`src/rtl/seq_divider_32x16_if.sv`:
```
// Operand/result handshake bundle for the sequential divider.
// The initiator uses the master modport, the divider uses the slave modport.
interface seq_divider_32x16_if #(
    parameter int DIVIDEND_WIDTH = 32,
    parameter int DIVISOR_WIDTH  = 16
);
    // valid/ready: a transfer happens on a rising edge where both are high;
    // the source holds valid and data stable until then, ready never waits on valid.
    logic                      in_valid;
    logic                      in_ready;
    logic [DIVIDEND_WIDTH-1:0] dividend;
    logic [DIVISOR_WIDTH-1:0]  divisor;
    logic                      out_valid;
    logic                      out_ready;
    logic [DIVIDEND_WIDTH-1:0] quotient;
    logic [DIVISOR_WIDTH-1:0]  remainder;
    logic                      div_by_zero;

    modport master (
        output in_valid,
        output dividend,
        output divisor,
        output out_ready,
        input  in_ready,
        input  out_valid,
        input  quotient,
        input  remainder,
        input  div_by_zero
    );

    modport slave (
        input  in_valid,
        input  dividend,
        input  divisor,
        input  out_ready,
        output in_ready,
        output out_valid,
        output quotient,
        output remainder,
        output div_by_zero
    );
endinterface

```
`src/rtl/seq_divider_32x16.sv`:
```
// Iterative radix-2 restoring unsigned divider, one quotient bit per clock,
// one operation in flight, valid/ready on operand and result sides.
module seq_divider_32x16 #(
    parameter int DIVIDEND_WIDTH = 32,
    parameter int DIVISOR_WIDTH  = 16
) (
    input  logic                 clk,
    input  logic                 reset,
    seq_divider_32x16_if.slave   bus,
    output logic [1:0]           state_dbg
);
    localparam int CW = $clog2(DIVIDEND_WIDTH);

    typedef enum logic [1:0] {
        S_IDLE = 2'd0,
        S_CALC = 2'd1,
        S_DONE = 2'd2
    } state_e;

    state_e                    state_q, state_d;
    logic [CW-1:0]             cnt_q, cnt_d;
    logic [DIVIDEND_WIDTH-1:0] shift_q, shift_d;
    logic [DIVIDEND_WIDTH-1:0] quot_q, quot_d;
    logic [DIVISOR_WIDTH-1:0]  dvsr_q, dvsr_d;
    logic [DIVISOR_WIDTH-1:0]  rem_q, rem_d;
    logic                      dbz_q, dbz_d;

    // Trial subtract is one bit wider so a divisor of all ones cannot overflow.
    logic [DIVISOR_WIDTH:0]    trial_p;
    logic [DIVISOR_WIDTH:0]    trial_diff;
    logic                      trial_ge;

    always_comb begin
        trial_p    = {rem_q, shift_q[DIVIDEND_WIDTH-1]};
        trial_diff = trial_p - {1'b0, dvsr_q};
        trial_ge   = (trial_p >= {1'b0, dvsr_q});
    end

    always_comb begin
        state_d = state_q;
        cnt_d   = cnt_q;
        shift_d = shift_q;
        quot_d  = quot_q;
        dvsr_d  = dvsr_q;
        rem_d   = rem_q;
        dbz_d   = dbz_q;

        case (state_q)
            S_IDLE: begin
                if (bus.in_valid) begin
                    shift_d = bus.dividend;
                    dvsr_d  = bus.divisor;
                    if (bus.divisor == '0) begin
                        quot_d  = '1;
                        rem_d   = bus.dividend[DIVISOR_WIDTH-1:0];
                        dbz_d   = 1'b1;
                        state_d = S_DONE;
                    end else begin
                        quot_d  = '0;
                        rem_d   = '0;
                        dbz_d   = 1'b0;
                        cnt_d   = CW'(DIVIDEND_WIDTH - 1);
                        state_d = S_CALC;
                    end
                end
            end

            S_CALC: begin
                shift_d = {shift_q[DIVIDEND_WIDTH-2:0], 1'b0};
                quot_d  = {quot_q[DIVIDEND_WIDTH-2:0], trial_ge};
                rem_d   = trial_ge ? trial_diff[DIVISOR_WIDTH-1:0]
                                   : trial_p[DIVISOR_WIDTH-1:0];
                if (cnt_q == '0) begin
                    state_d = S_DONE;
                end else begin
                    cnt_d = cnt_q - CW'(1);
                end
            end

            S_DONE: begin
                if (bus.out_ready) begin
                    dbz_d   = 1'b0;
                    state_d = S_IDLE;
                end
            end

            default: begin
                state_d = S_IDLE;
            end
        endcase
    end

    always_ff @(posedge clk) begin
        if (reset) begin
            state_q <= S_IDLE;
            cnt_q   <= '0;
            shift_q <= '0;
            quot_q  <= '0;
            dvsr_q  <= '0;
            rem_q   <= '0;
            dbz_q   <= 1'b0;
        end else begin
            state_q <= state_d;
            cnt_q   <= cnt_d;
            shift_q <= shift_d;
            quot_q  <= quot_d;
            dvsr_q  <= dvsr_d;
            rem_q   <= rem_d;
            dbz_q   <= dbz_d;
        end
    end

    // Handshake flags decode straight from state; results come from flops.
    assign bus.in_ready    = (state_q == S_IDLE);
    assign bus.out_valid   = (state_q == S_DONE);
    assign bus.quotient    = quot_q;
    assign bus.remainder   = rem_q;
    assign bus.div_by_zero = dbz_q;
    assign state_dbg       = state_q;
endmodule

```
`src/flat_wrapper.sv`:
```
// flat-port wrapper written by rule: the top's interface ports become plain ports
module seq_divider_32x16_flat 
#(
    parameter int DIVIDEND_WIDTH = 32,
    parameter int DIVISOR_WIDTH  = 16
)
  (clk, reset, state_dbg, bus_in_valid, bus_dividend, bus_divisor, bus_out_ready, bus_in_ready, bus_out_valid, bus_quotient, bus_remainder, bus_div_by_zero);
  seq_divider_32x16_if #(.DIVIDEND_WIDTH(DIVIDEND_WIDTH), .DIVISOR_WIDTH(DIVISOR_WIDTH)) bus_i ();
  input  logic clk;
  input  logic reset;
  output logic [1:0] state_dbg;
  input wire logic [$bits(bus_i.in_valid)-1:0] bus_in_valid;
  input wire logic [$bits(bus_i.dividend)-1:0] bus_dividend;
  input wire logic [$bits(bus_i.divisor)-1:0] bus_divisor;
  input wire logic [$bits(bus_i.out_ready)-1:0] bus_out_ready;
  output wire logic [$bits(bus_i.in_ready)-1:0] bus_in_ready;
  output wire logic [$bits(bus_i.out_valid)-1:0] bus_out_valid;
  output wire logic [$bits(bus_i.quotient)-1:0] bus_quotient;
  output wire logic [$bits(bus_i.remainder)-1:0] bus_remainder;
  output wire logic [$bits(bus_i.div_by_zero)-1:0] bus_div_by_zero;
  assign bus_i.in_valid = bus_in_valid;
  assign bus_i.dividend = bus_dividend;
  assign bus_i.divisor = bus_divisor;
  assign bus_i.out_ready = bus_out_ready;
  assign bus_in_ready = bus_i.in_ready;
  assign bus_out_valid = bus_i.out_valid;
  assign bus_quotient = bus_i.quotient;
  assign bus_remainder = bus_i.remainder;
  assign bus_div_by_zero = bus_i.div_by_zero;
  seq_divider_32x16 #(.DIVIDEND_WIDTH(DIVIDEND_WIDTH), .DIVISOR_WIDTH(DIVISOR_WIDTH)) u_core (.clk(clk), .reset(reset), .bus(bus_i), .state_dbg(state_dbg));
endmodule
```
`config.mk`:
```
export PLATFORM = sky130hd
export DESIGN_NAME = seq_divider_32x16_flat
export DESIGN_NICKNAME = d
export VERILOG_FILES = /design/src/rtl/seq_divider_32x16_if.sv /design/src/rtl/seq_divider_32x16.sv /design/src/flat_wrapper.sv
export SDC_FILE = /design/constraint.sdc
export NUM_CORES = 1
export LEC_CHECK = 0
export CORE_MARGIN = 2
export CORE_UTILIZATION = 25
export DETAILED_ROUTE_END_ITERATION = 8
export REMOVE_ABC_BUFFERS = 1
export SYNTH_ARGS = -nofsm -noshare
export SYNTH_HDL_FRONTEND = slang
export SYNTH_SLANG_ARGS = --single-unit
```
`constraint.sdc`:
```
create_clock -name clk -period 3.3 [get_ports clk]
set_clock_uncertainty 0.05 [all_clocks]
set_input_delay 0.33 -clock clk [delete_from_list [all_inputs] [get_ports clk]]
set_output_delay 0.33 -clock clk [all_outputs]
set_load 0.02 [all_outputs]
```
== Word level (Yosys, flattened, before mapping) ==
Cells that the tools add are included.
W data, S select, Z words.

* Logic and storage cells: 49
* Output and inout port bits: 53
* Input port bits: 52
* Flip-flop bits (word level): 104

* Multiplexer cells: 22
* Equality and inequality tests: 7
* Reductions and logical operators: 10
* Add/subtract/negate cells: 2
* Magnitude comparators: 1

{| class="wikitable"
|+ Operator list
! kind !! count
|-
| $pmux W32 S2 || 2
|-
| $mux W32 || 3
|-
| $mux W16 || 3
|-
| $pmux W16 S2 || 1
|-
| $ge A17 B16 Y1 || 1
|-
| $logic_not A16 Y1 || 1
|-
| $sub A16 B16 Y16 || 1
|-
| $mux W5 || 3
|-
| $pmux W5 S2 || 1
|-
| $mux W2 || 4
|-
| $ne A2 B2 Y1 const B || 4
|-
| $pmux W2 S3 || 1
|-
| $reduce_and A3 Y1 || 2
|-
| $logic_not A5 Y1 || 1
|-
| $sub A5 B1 Y5 const B || 1
|-
| $reduce_and A2 Y1 || 2
|-
| $reduce_and A4 Y1 || 1
|-
| $reduce_bool A2 Y1 || 2
|-
| $mux W1 || 3
|-
| $eq A2 B1 Y1 const B || 1
|-
| $eq A2 B2 Y1 const B || 1
|-
| $logic_not A2 Y1 || 1
|-
| $ne A2 B1 Y1 const B || 1
|-
| $pmux W1 S2 || 1
|}

== Logic depth before layout (Yosys ltp) ==
Gate-level depths: netlist (run 1).

* Word-level depth: 4
* Gate-level depth with buffers: 11
* Mapped depth without buffers: 11

== Least setup slack after synthesis (run 1) ==
OpenSTA, ideal clock, no wires.

* Kind: register to register
* From: reg u_core.rem_q[0] (netlist: u_core.bus.remainder[0])
* To: reg u_core.rem_q[12] (netlist: u_core.bus.remainder[12])
* Slack: 0.598 ns
* Cell stages (with the launch flop): 11
* Data required time: 3.162 ns
* Arrival time: 2.564 ns
* Cells stage by stage: dfxtp_1 -> ha_1 -> nor2b_1 -> o31a_1 -> o31ai_2 -> a21o_1 -> buf_4 -> a21o_1 -> buf_6 -> mux2_4 -> a311oi_2

* Word-level cells in the longest chain between the ends: 3

{| class="wikitable"
|+ Ends and longest elaborated chain
! what !! line !! RTL
|-
| from (decl) || seq_divider_32x16.sv:25 || <nowiki>logic [DIVISOR_WIDTH-1:0] rem_q, rem_d;</nowiki>
|-
| from (signal assigned) || seq_divider_32x16.sv:108 || <nowiki>rem_q <= rem_d;</nowiki>
|-
| $sub A16 B16 Y16 or $ge A17 B16 Y1 (tied branches) || seq_divider_32x16.sv:35, seq_divider_32x16.sv:36 ||
|-
| $mux W16 (*) || seq_divider_32x16.sv:71 || <nowiki>rem_d = trial_ge ? trial_diff[DIVISOR_WIDTH-1:0]</nowiki>
|-
| $pmux W16 S2 (*) || seq_divider_32x16.sv:48 || <nowiki>case (state_q)</nowiki>
|}

Mark *: on every way between the ends. The rest lies on a longest branch, timed or not.
A chain may end at the register's enable or synchronous reset.

== Final worst setup path (run 1) ==
* From: reg u_core.rem_q[0] (netlist: u_core.bus.remainder[0])
* To: reg u_core.rem_q[8] (netlist: u_core.bus.remainder[8])

Same word-level chain as after synthesis.

==> flow_metrics.env, run 1 <==
export IMPL_outcome="completed"
export IMPL_diodes=0
export IMPL_layout_drive_gt1_share_pct=6.572
export IMPL_dpl_cell_count=1035
export IMPL_floorplan_initialDensity_pct=25.47
export IMPL_critical_path_class="flip-flop to flip-flop"
export IMPL_holdWs_ns=0.4010
export IMPL_final_area_sq_um=7022
export IMPL_leakagePower_nw=2.664
export IMPL_hold_depth=2
export IMPL_fill_cells=2205
export IMPL_grt_pass1_vias=4710
export IMPL_cts_max_level=3
export IMPL_synth_seq_area_share_pct=38.88
export IMPL_cts_max_path_buffers=2
export IMPL_rr_worst_depth=8
export IMPL_vdd_drop_max_mv=0.2569
export IMPL_hpwl_um=11460
export IMPL_syn_instance_count=691
export IMPL_yosysUniqueCellTypes=58
export IMPL_synth_warnings=0
export IMPL_drtIter0Drc=305
export IMPL_maxCapViolations=0
export IMPL_gr_usage_met2_pct=20.95
export IMPL_max_slew_margin_pct=38.01
export IMPL_remaining_drc_errors=0
export IMPL_drtPass1Iterations=5
export IMPL_syn_avg_cell_area_sq_um=7.750
export IMPL_grt_max_degree=49
export IMPL_cts_root_buf="clkbuf_16"
export IMPL_place_congestion=0.8324
export IMPL_dieArea_sq_um=22610
export IMPL_syn_to_final_growth_pct=31.12
export IMPL_finalCriticalPeriod_ns=2.954
export IMPL_finalHoldViolCount=0
export IMPL_nNetsFinal=842
export IMPL_wl_um=16260
export IMPL_hp_class="primary input to flip-flop"
export IMPL_min_from="reset"
export IMPL_synth_edf_count=0
export IMPL_cp_max_fo=7
export IMPL_synth_seq_cells=104
export IMPL_clk_latency_ns=0.35
export IMPL_place_area_sq_um=6706
export IMPL_rsz0062_at_grt="false"
export IMPL_hold_path_end="u_core.state_dbg[0]"
export IMPL_maxSlewViolCount=0
export IMPL_vias=5135
export IMPL_antenna_found_initial=0
export IMPL_finalCritPeriodShare_pct=89.52
export IMPL_final_cells=1051
export IMPL_place_ws_ns=0.3880
export IMPL_cts_hold_buffers=0
export IMPL_grt_busiest_layer="met1"
export IMPL_cts_sinks=104
export IMPL_final_common_cell="nand2_1"
export IMPL_grt_use_met3_pct=2.939
export IMPL_portBuffers=104
export IMPL_r2r_end="u_core.bus.remainder[8]"
export IMPL_layout_common_cells="nand2_1, dfxtp_1, nor2_1, clkdlybuf4s50_1, a211oi_1"
export IMPL_via_per_inst=4.886
export IMPL_ant_nets=0
export IMPL_die_h_um=150.4
export IMPL_power_w=0.004260
export IMPL_r2r_start="u_core.bus.remainder[0]"
export IMPL_wire_per_inst_um=15.47
export IMPL_setup_violations=0
export IMPL_timing_final_ws_setup_ns=0.3460
export IMPL_synthFlopType="dfxtp_1"
export IMPL_grt_overflow_total=0
export IMPL_cp_end_kind="flip-flop"
export IMPL_clkTransAtPathRegs_ns=0.08
export IMPL_post_cts_setup_buffers=0
export IMPL_rrSetupSlack_ns=0.35
export IMPL_coreArea_sq_um=21020
export IMPL_cts_made_buffers=9
export IMPL_synth_async_reset_ratio_pct=0
export IMPL_die_x_um=150.4
export IMPL_worstSetupStartpointType="flip-flop"
export IMPL_fmax_mhz=338.5
export IMPL_cts_resized=0
export IMPL_rows=53
export IMPL_grt_pass1_wl_um=25380
export IMPL_cp_arrival_ns=3.17
export IMPL_track_usage_pct=14.31
export IMPL_grtUsageMet1_pct=20.96
export IMPL_cp_required_ns=3.51
export IMPL_cts_tree="yes"
export IMPL_netlist_area_sq_um=5355
export IMPL_worstMarginPinSlew_ns=0.9064
export IMPL_power_density_nw_per_um2=606.7
export IMPL_pin_count=105
-- cell families (layout without fill, tap and decap cells) --
kind of cell	count (synthesis)	count (layout)	share of synthesized area [%]
buffers and inverters	77	162	5.631
muxes	9	9	1.799
AOI/OAI and AO/OA	179	179	24.11
xor gates and xnor gates	10	10	1.635
adders and majority gates	19	19	4.580
and+or+nand+nor	293	293	23.36
DFF	104	104	38.88
-- cells in the mapped netlist, types with 2 or more instances --
library cell	count	share of area [%]
a311oi_1	31	5.1
nand2_1	107	7.5
mux2i_1	7	1.3
and3_1	2	0.23
a211oi_1	52	7.3
nor2_1	105	7.4
a21o_1	5	0.70
nor2b_1	4	0.47
nor3_1	40	3.7
xor2_1	4	0.65
o21ai_0	16	1.5
a211o_1	3	0.49
dfxtp_1	104	39
clkbuf_1	43	3.0
inv_1	24	1.7
a31oi_1	5	0.58
o21a_1	3	0.42
nor4_1	4	0.47
a311o_1	3	0.56
o21bai_1	2	0.28
nand4_1	3	0.35
a21oi_1	44	4.1
buf_1	7	0.49
nand2b_1	3	0.35
xnor2_1	6	0.98
or3_1	3	0.35
ha_1	18	4.2
nand3_1	11	1.0
and2_1	3	0.35
-- layout make-up --
cell class	count	area [sq um]	share of cell area, %
Clock buffer	10	239.0	3.403
Clock inverter	6	76.32	1.087
Inverter	24	90.09	1.283
Multi-Input combinational cell	510	2992	42.61
Sequential cell	104	2082	29.65
Tap cell	275	344.1	4.900
Timing Repair Buffer	122	1199	17.07
-- worst max-delay path, cell delays in order (launching register included) --
cell and delay, ns:
dfxtp_1 0.46, ha_1 0.28, nor2b_1 0.16, o31a_1 0.28, o31ai_2 0.36, a21o_1 0.31, a21o_1 0.35, mux2_2 0.38
a311oi_1 0.24
-- report_power, final --
group	switching (W)	leakage [nW]	internal (W)
sequential	0.000117	0.859	0.00141
clock	0.000519	0.155	0.000622
combinational	0.000915	1.65	0.000678
-- layer usage --
layer,up-vias,share of wire [%]
li1,2628,-
met1,2382,50
met2,113,43
met3,12,5.7
met4,0,1.5
met5,-,0
-- sequential cells by signal, summed over array words and instances, names as in the netlist --
| register | cells |
|---|---|
| u_core.bus.div_by_zero | 1 |
| u_core.bus.quotient | 32 |
| u_core.bus.remainder | 16 |
| u_core.cnt_q | 5 |
| u_core.dvsr_q | 16 |
| u_core.shift_q | 32 |
| u_core.state_dbg | 2 |
-- worst max-delay path by stage --
| stage | start | to | slack, ns | cells after the start |
|---|---|---|---|---|
| 2_1_floorplan | u_core.state_dbg[0] | u_core.bus.remainder[2] | -2.05 | 5 |
| 3_3_place_gp | u_core.bus.remainder[0] | u_core.bus.remainder[8] | 0.47 | 8 |
| 3_5_place_dp | u_core.bus.remainder[0] | u_core.bus.remainder[8] | 0.39 | 8 |
| 4_1_cts | u_core.bus.remainder[0] | u_core.bus.remainder[8] | 0.35 | 8 |
| 5_1_grt | u_core.bus.remainder[0] | u_core.bus.remainder[8] | 0.19 | 8 |
| 6_report | u_core.bus.remainder[0] | u_core.bus.remainder[8] | 0.35 | 8 |
-- through the flow --
step / utilization, % / TNS, ns
after floorplan: - / -156.14
after global placement: 31.90 / 0
after detailed placement: 31.90 / 0
after CTS: 33.40 / 0
after global routing: 33.40 / 0
final: 33.40 / 0
(Power assumes the default switching activity.)
==> run 2, diff against run 1 <==
CELL_PAD_IN_SITES_DETAIL_PLACEMENT = 1   (was not set)
CELL_PAD_IN_SITES_GLOBAL_PLACEMENT = 2   (was not set)
CORE_MARGIN = 8   (was 2)
PLACE_DENSITY_LB_ADDON = 0.1   (was not set)
==> run 2 against run 1 <==
Against the previous run:
- routed wire length increased by 18%
- hold slack improved by 0.0084 ns
- critical path depth unchanged
- combinational power increased by 3%
- non-clock buffer count increased by 5
- first-iteration DRC count decreased by 42%
- fmax decreased by 0.82%
- final area increased by 0.75%
- register-to-register slack got worse by 0.02 ns
- sequential share of layout area decreased by 0.22 points
- largest power group unchanged
- highest routed layer is now met5
==> flow_metrics.env, run 2 (synthesized netlist as in run 1, its figures left out) <==
export IMPL_final_area_sq_um=7074
export IMPL_pin_count=105
export IMPL_drtPass1Iterations=4
export IMPL_place_ws_ns=0.3578
export IMPL_cts_sinks=104
export IMPL_grtUsageMet1_pct=18.16
export IMPL_gr_usage_met2_pct=22.77
export IMPL_post_cts_setup_buffers=0
export IMPL_rows=53
export IMPL_die_h_um=162.4
export IMPL_grt_max_degree=63
export IMPL_via_per_inst=5.015
export IMPL_timing_final_ws_setup_ns=0.3216
export IMPL_hpwl_um=13850
export IMPL_grt_pass1_vias=5585
export IMPL_cts_max_level=3
export IMPL_place_congestion=0.8036
export IMPL_grt_use_met3_pct=5.056
export IMPL_vias=5296
export IMPL_cp_max_fo=7
export IMPL_final_common_cell="nand2_1"
export IMPL_finalCriticalPeriod_ns=2.978
export IMPL_worstSetupStartpointType="flip-flop"
export IMPL_setup_violations=0
export IMPL_cp_end_kind="flip-flop"
export IMPL_grt_busiest_layer="met2"
export IMPL_dpl_cell_count=1040
export IMPL_finalCritPeriodShare_pct=90.26
export IMPL_max_slew_margin_pct=40.63
export IMPL_diodes=0
export IMPL_floorplan_initialDensity_pct=25.47
export IMPL_clk_latency_ns=0.35
export IMPL_grt_overflow_total=0
export IMPL_ant_nets=0
export IMPL_final_seq_area_sq_um=2082
export IMPL_cts_hold_buffers=0
export IMPL_cts_tree="yes"
export IMPL_outcome="completed"
export IMPL_vdd_drop_max_mv=0.2182
export IMPL_power_density_nw_per_um2=612.3
export IMPL_holdWs_ns=0.4094
export IMPL_cts_root_buf="clkbuf_16"
export IMPL_nNetsFinal=847
export IMPL_track_usage_pct=14.45
export IMPL_leakagePower_nw=2.696
export IMPL_dieArea_sq_um=26360
export IMPL_wire_per_inst_um=18.11
export IMPL_maxCapViolations=0
export IMPL_layout_drive_gt1_share_pct=7.042
export IMPL_tns_ns=0
export IMPL_multi_input_area_sq_um=2992
export IMPL_cts_resized=0
export IMPL_syn_to_final_growth_pct=32.10
export IMPL_finalHoldViolCount=0
export IMPL_antenna_found_initial=1
export IMPL_portBuffers=104
export IMPL_cp_arrival_ns=3.19
export IMPL_die_x_um=162.4
export IMPL_hp_class="flip-flop to flip-flop"
export IMPL_grt_pass1_wl_um=30590
export IMPL_worstMarginPinSlew_ns=0.8906
export IMPL_drtIter0Drc=178
export IMPL_maxSlewViolCount=0
export IMPL_place_area_sq_um=6756
export IMPL_rsz0062_at_grt="false"
export IMPL_wl_um=19120
export IMPL_layout_common_cells="nand2_1, dfxtp_1, nor2_1, clkdlybuf4s50_1, a211oi_1"
export IMPL_cts_max_path_buffers=2
export IMPL_cp_required_ns=3.51
export IMPL_clkTransAtPathRegs_ns=0.07
export IMPL_remaining_drc_errors=0
export IMPL_fill_cells=2510
export IMPL_critical_path_class="flip-flop to flip-flop"
export IMPL_final_cells=1056
export IMPL_coreArea_sq_um=21020
export IMPL_cts_made_buffers=9
export IMPL_fmax_mhz=335.7
==> run 2: cell count changes in the layout (fill, tap and decap cells not counted) <==
cell and delta:
buf_4 +4, clkbuf_8 +2, clkinv_4 -2, buf_12 +1, clkbuf_1 +1, inv_8 -1
==> run 2: routing by layer <==
metal	up-vias	wire length (um)
met5	-	13
met1	2553	8898
met2	97	8547
met3	23	1277
li1	2621	-
met4	2	382
==> run 2: path summary, 6_finish.rpt <==
kind	end	from	slack [ns]	depth (start not counted)
setup / recovery	u_core.bus.remainder[8]	u_core.bus.remainder[0]	0.32	8
hold / removal	u_core.dvsr_q[10]	u_core.dvsr_q[10]	0.41	2
setup reg to reg	u_core.bus.remainder[8]	u_core.bus.remainder[0]	0.32	8
hold reg to reg	u_core.dvsr_q[10]	u_core.dvsr_q[10]	0.41	2
==> run 2: through the flow <==
stage	utilization, %	power [W]
floorplan	-	0.002604
global placement	32.14	0.003184
detailed placement	32.14	0.003216
CTS	33.65	0.004410
global route	33.65	0.004627
finish	33.65	0.004332
==> run 2: critical path, stage by stage (launching register included) <==
cell	delay (ns)
dfxtp_1	0.43
ha_1	0.27
nor2b_1	0.16
o31a_1	0.30
o31ai_2	0.39
a21o_1	0.33
a21o_1	0.33
mux2_2	0.37
a311oi_1	0.25
==> run 2: area by class of cell <==
type                       count  area share [%]
tap                          275           4.864
multi-input combinational    510           42.29
clock buffer                  13           3.820
clock inverter                 3          0.6721
inverter                      24           1.273
sequential                   104           29.43
timing repair buffer         127           17.65
==> run 2: report_power, final <==
group	internal [W]	total (W)	switching (W)	leakage [nW]
sequential	0.00141	0.00153	0.000122	0.859
combinational	0.000689	0.00164	0.000955	1.68
clock	0.000656	0.00116	0.000500	0.156
total	0.00275	0.00433	0.00158	2.70
==> run 3, diff against run 2 <==
GPL_TIMING_DRIVEN = 0   (was not set)
==> run 3 against run 2 <==
Against the previous run:
- largest cell class unchanged
- global-route usage is 0.25 points lower
- routed wire length is 2.4% lower
- hold slack better by 0.0050 ns
- critical endpoint unchanged
==> flow_metrics.env, run 3 (synthesized netlist as in run 1, its figures left out) <==
export IMPL_floorplan_initialDensity_pct=25.47
export IMPL_finalHoldViolCount=0
export IMPL_via_per_inst=5.021
export IMPL_cts_root_buf="clkbuf_16"
export IMPL_die_h_um=162.4
export IMPL_power_frac_comb_pct=37.1
export IMPL_cts_max_path_buffers=2
export IMPL_grt_overflow_total=0
export IMPL_finalCritPeriodShare_pct=90.71
export IMPL_hpwl_um=13000
export IMPL_maxCapViolations=0
export IMPL_final_common_cell="nand2_1"
export IMPL_timing_critical_path_cells="ha_1 > a21o_1 > a311o_1 > o21bai_1 > a21o_1 > a21o_2 > mux2_2 > a311oi_1"
export IMPL_place_congestion=0.7537
export IMPL_hp_class="flip-flop to flip-flop"
export IMPL_clkTransAtPathRegs_ns=0.08
export IMPL_power_density_nw_per_um2=620.6
export IMPL_worstMarginPinSlew_ns=0.9649
export IMPL_coreArea_sq_um=21020
export IMPL_min_from="u_core.dvsr_q[10]"
export IMPL_final_cells=1044
export IMPL_leakagePower_nw=2.653
export IMPL_grt_pass1_wl_um=29970
export IMPL_antenna_found_initial=0
export IMPL_final_util_pct=33.61
export IMPL_crit_top_cell="a21o_1"
export IMPL_grt_max_degree=62
export IMPL_seq_power_share_pct=34.9
export IMPL_clk_latency_ns=0.35
export IMPL_fmax_mhz=334.1
export IMPL_internal_power_w=0.002786
export IMPL_critical_path_class="flip-flop to flip-flop"
export IMPL_wl_um=18660
export IMPL_portBuffers=104
export IMPL_die_x_um=162.4
export IMPL_drtIter0Drc=247
export IMPL_gr_usage_met2_pct=22.41
export IMPL_vdd_drop_max_mv=0.3310
export IMPL_layout_drive_gt1_share_pct=5.859
export IMPL_dpl_cell_count=1024
export IMPL_power_w=0.004384
export IMPL_cp_max_fo=11
export IMPL_grtUsageMet1_pct=18.06
export IMPL_slowest_stage="a311o_1"
export IMPL_finalCriticalPeriod_ns=2.993
export IMPL_maxSlewViolCount=0
export IMPL_tns_ns=0
export IMPL_remaining_drc_errors=0
export IMPL_grt_busiest_layer="met2"
export IMPL_grt_pass1_vias=5519
export IMPL_vias=5242
export IMPL_grt_use_met3_pct=5.233
export IMPL_clock_power_share_pct=28.0
export IMPL_cts_sinks=104
export IMPL_nNetsFinal=834
export IMPL_crit_start="u_core.bus.remainder[9]"
export IMPL_cts_made_buffers=9
export IMPL_layout_common_cells="nand2_1, dfxtp_1, clkdlybuf4s50_1"
export IMPL_cp_arrival_ns=3.20
export IMPL_drtPass1Iterations=4
export IMPL_p_switching_w=0.001598
export IMPL_rsz0062_at_grt="false"
export IMPL_pin_count=105
export IMPL_switching_share_pct=36.45
export IMPL_ant_nets=0
export IMPL_worstSetupStartpointType="flip-flop"
export IMPL_outcome="completed"
export IMPL_track_usage_pct=14.20
export IMPL_r2r_start="u_core.bus.remainder[9]"
export IMPL_setup_violations=0
export IMPL_max_slew_margin_pct=35.52
export IMPL_syn_to_final_growth_pct=31.92
export IMPL_rows=53
export IMPL_dieArea_sq_um=26360
export IMPL_cp_required_ns=3.51
export IMPL_cpPeakStageDelay_ns=0.41
export IMPL_wire_per_inst_um=17.87
export IMPL_cp_end_kind="flip-flop"
export IMPL_cts_max_level=3
export IMPL_cts_tree="yes"
[run 3: changes by cell type in the layout (fill, tap and decap cells not counted), moves of 2 or more]
cell,previous run,this run
buf_4,21,3
clkbuf_8,3,1
nor2_4,1,3
buf_12,3,6
[run 3: through the flow]
| step | setup slack (ns) | hold slack [ns] | instance area, sq um |
|---|---|---|---|
| 2_1_floorplan | -2.053 | 0.3479 | 5144 |
| 3_3_place_gp | -6.273 | 0.3988 | 6529 |
| 3_5_place_dp | -0.3892 | 0.4036 | 6689 |
| 4_1_cts | 0.01073 | 0.4134 | 7032 |
| 5_1_grt | 0.1196 | 0.4389 | 7062 |
| 6_report | 0.3066 | 0.4144 | 7064 |
[run 3: power by group through the flow]
stage | Clock (W) | Combinational (W) | Sequential (W)
after floorplan | 0 | 0.000991 | 0.00161
after global placement | 0 | 0.00162 | 0.00156
after detailed placement | 0 | 0.00163 | 0.00156
after CTS | 0.00129 | 0.00164 | 0.00153
after global routing | 0.00133 | 0.00180 | 0.00155
final | 0.00123 | 0.00163 | 0.00153
[run 3: area by class of cell]
class | instances | area, sq um
timing repair buffer | 113 | 1189
clock inverter | 6 | 97.59
clock buffer | 10 | 239.0
fill | 2470 | 13960
inverter | 24 | 90.09
tap | 275 | 344.1
antenna | 1 | 2.502
sequential | 104 | 2082
multi-input combinational | 511 | 3020
[run 3: critical path, delay by kind of cell, from the launching register on]
family / cells / cell delay [ns]
muxes: 1 / 0.38
DFF: 1 / 0.35
adders and majority gates: 1 / 0.39
AOI/OAI and AO/OA: 6 / 1.72
[run 3: worst paths after layout]
path,to,slack [ns],cells after the start
max,u_core.bus.remainder[8],0.31,8
min,u_core.dvsr_q[10],0.41,2
max reg2reg,u_core.bus.remainder[8],0.31,8
min reg2reg,u_core.dvsr_q[10],0.41,2
[run 3: routing by layer]
layer,vias to the layer above,share of wire [%]
li1,2606,-
met4,0,1.3
met2,93,45
met3,16,6.7
met1,2527,47
met5,-,0
[run 3: repair_timing]
action / 4_1_cts / 5_1_grt
buffers inserted: 0 / 2
resized for setup: 0 / 3
pin swaps: 1 / 1
setup endpoints to repair: 1 / 15
gates cloned: 1 / 0
hold buffers: 0 / 0
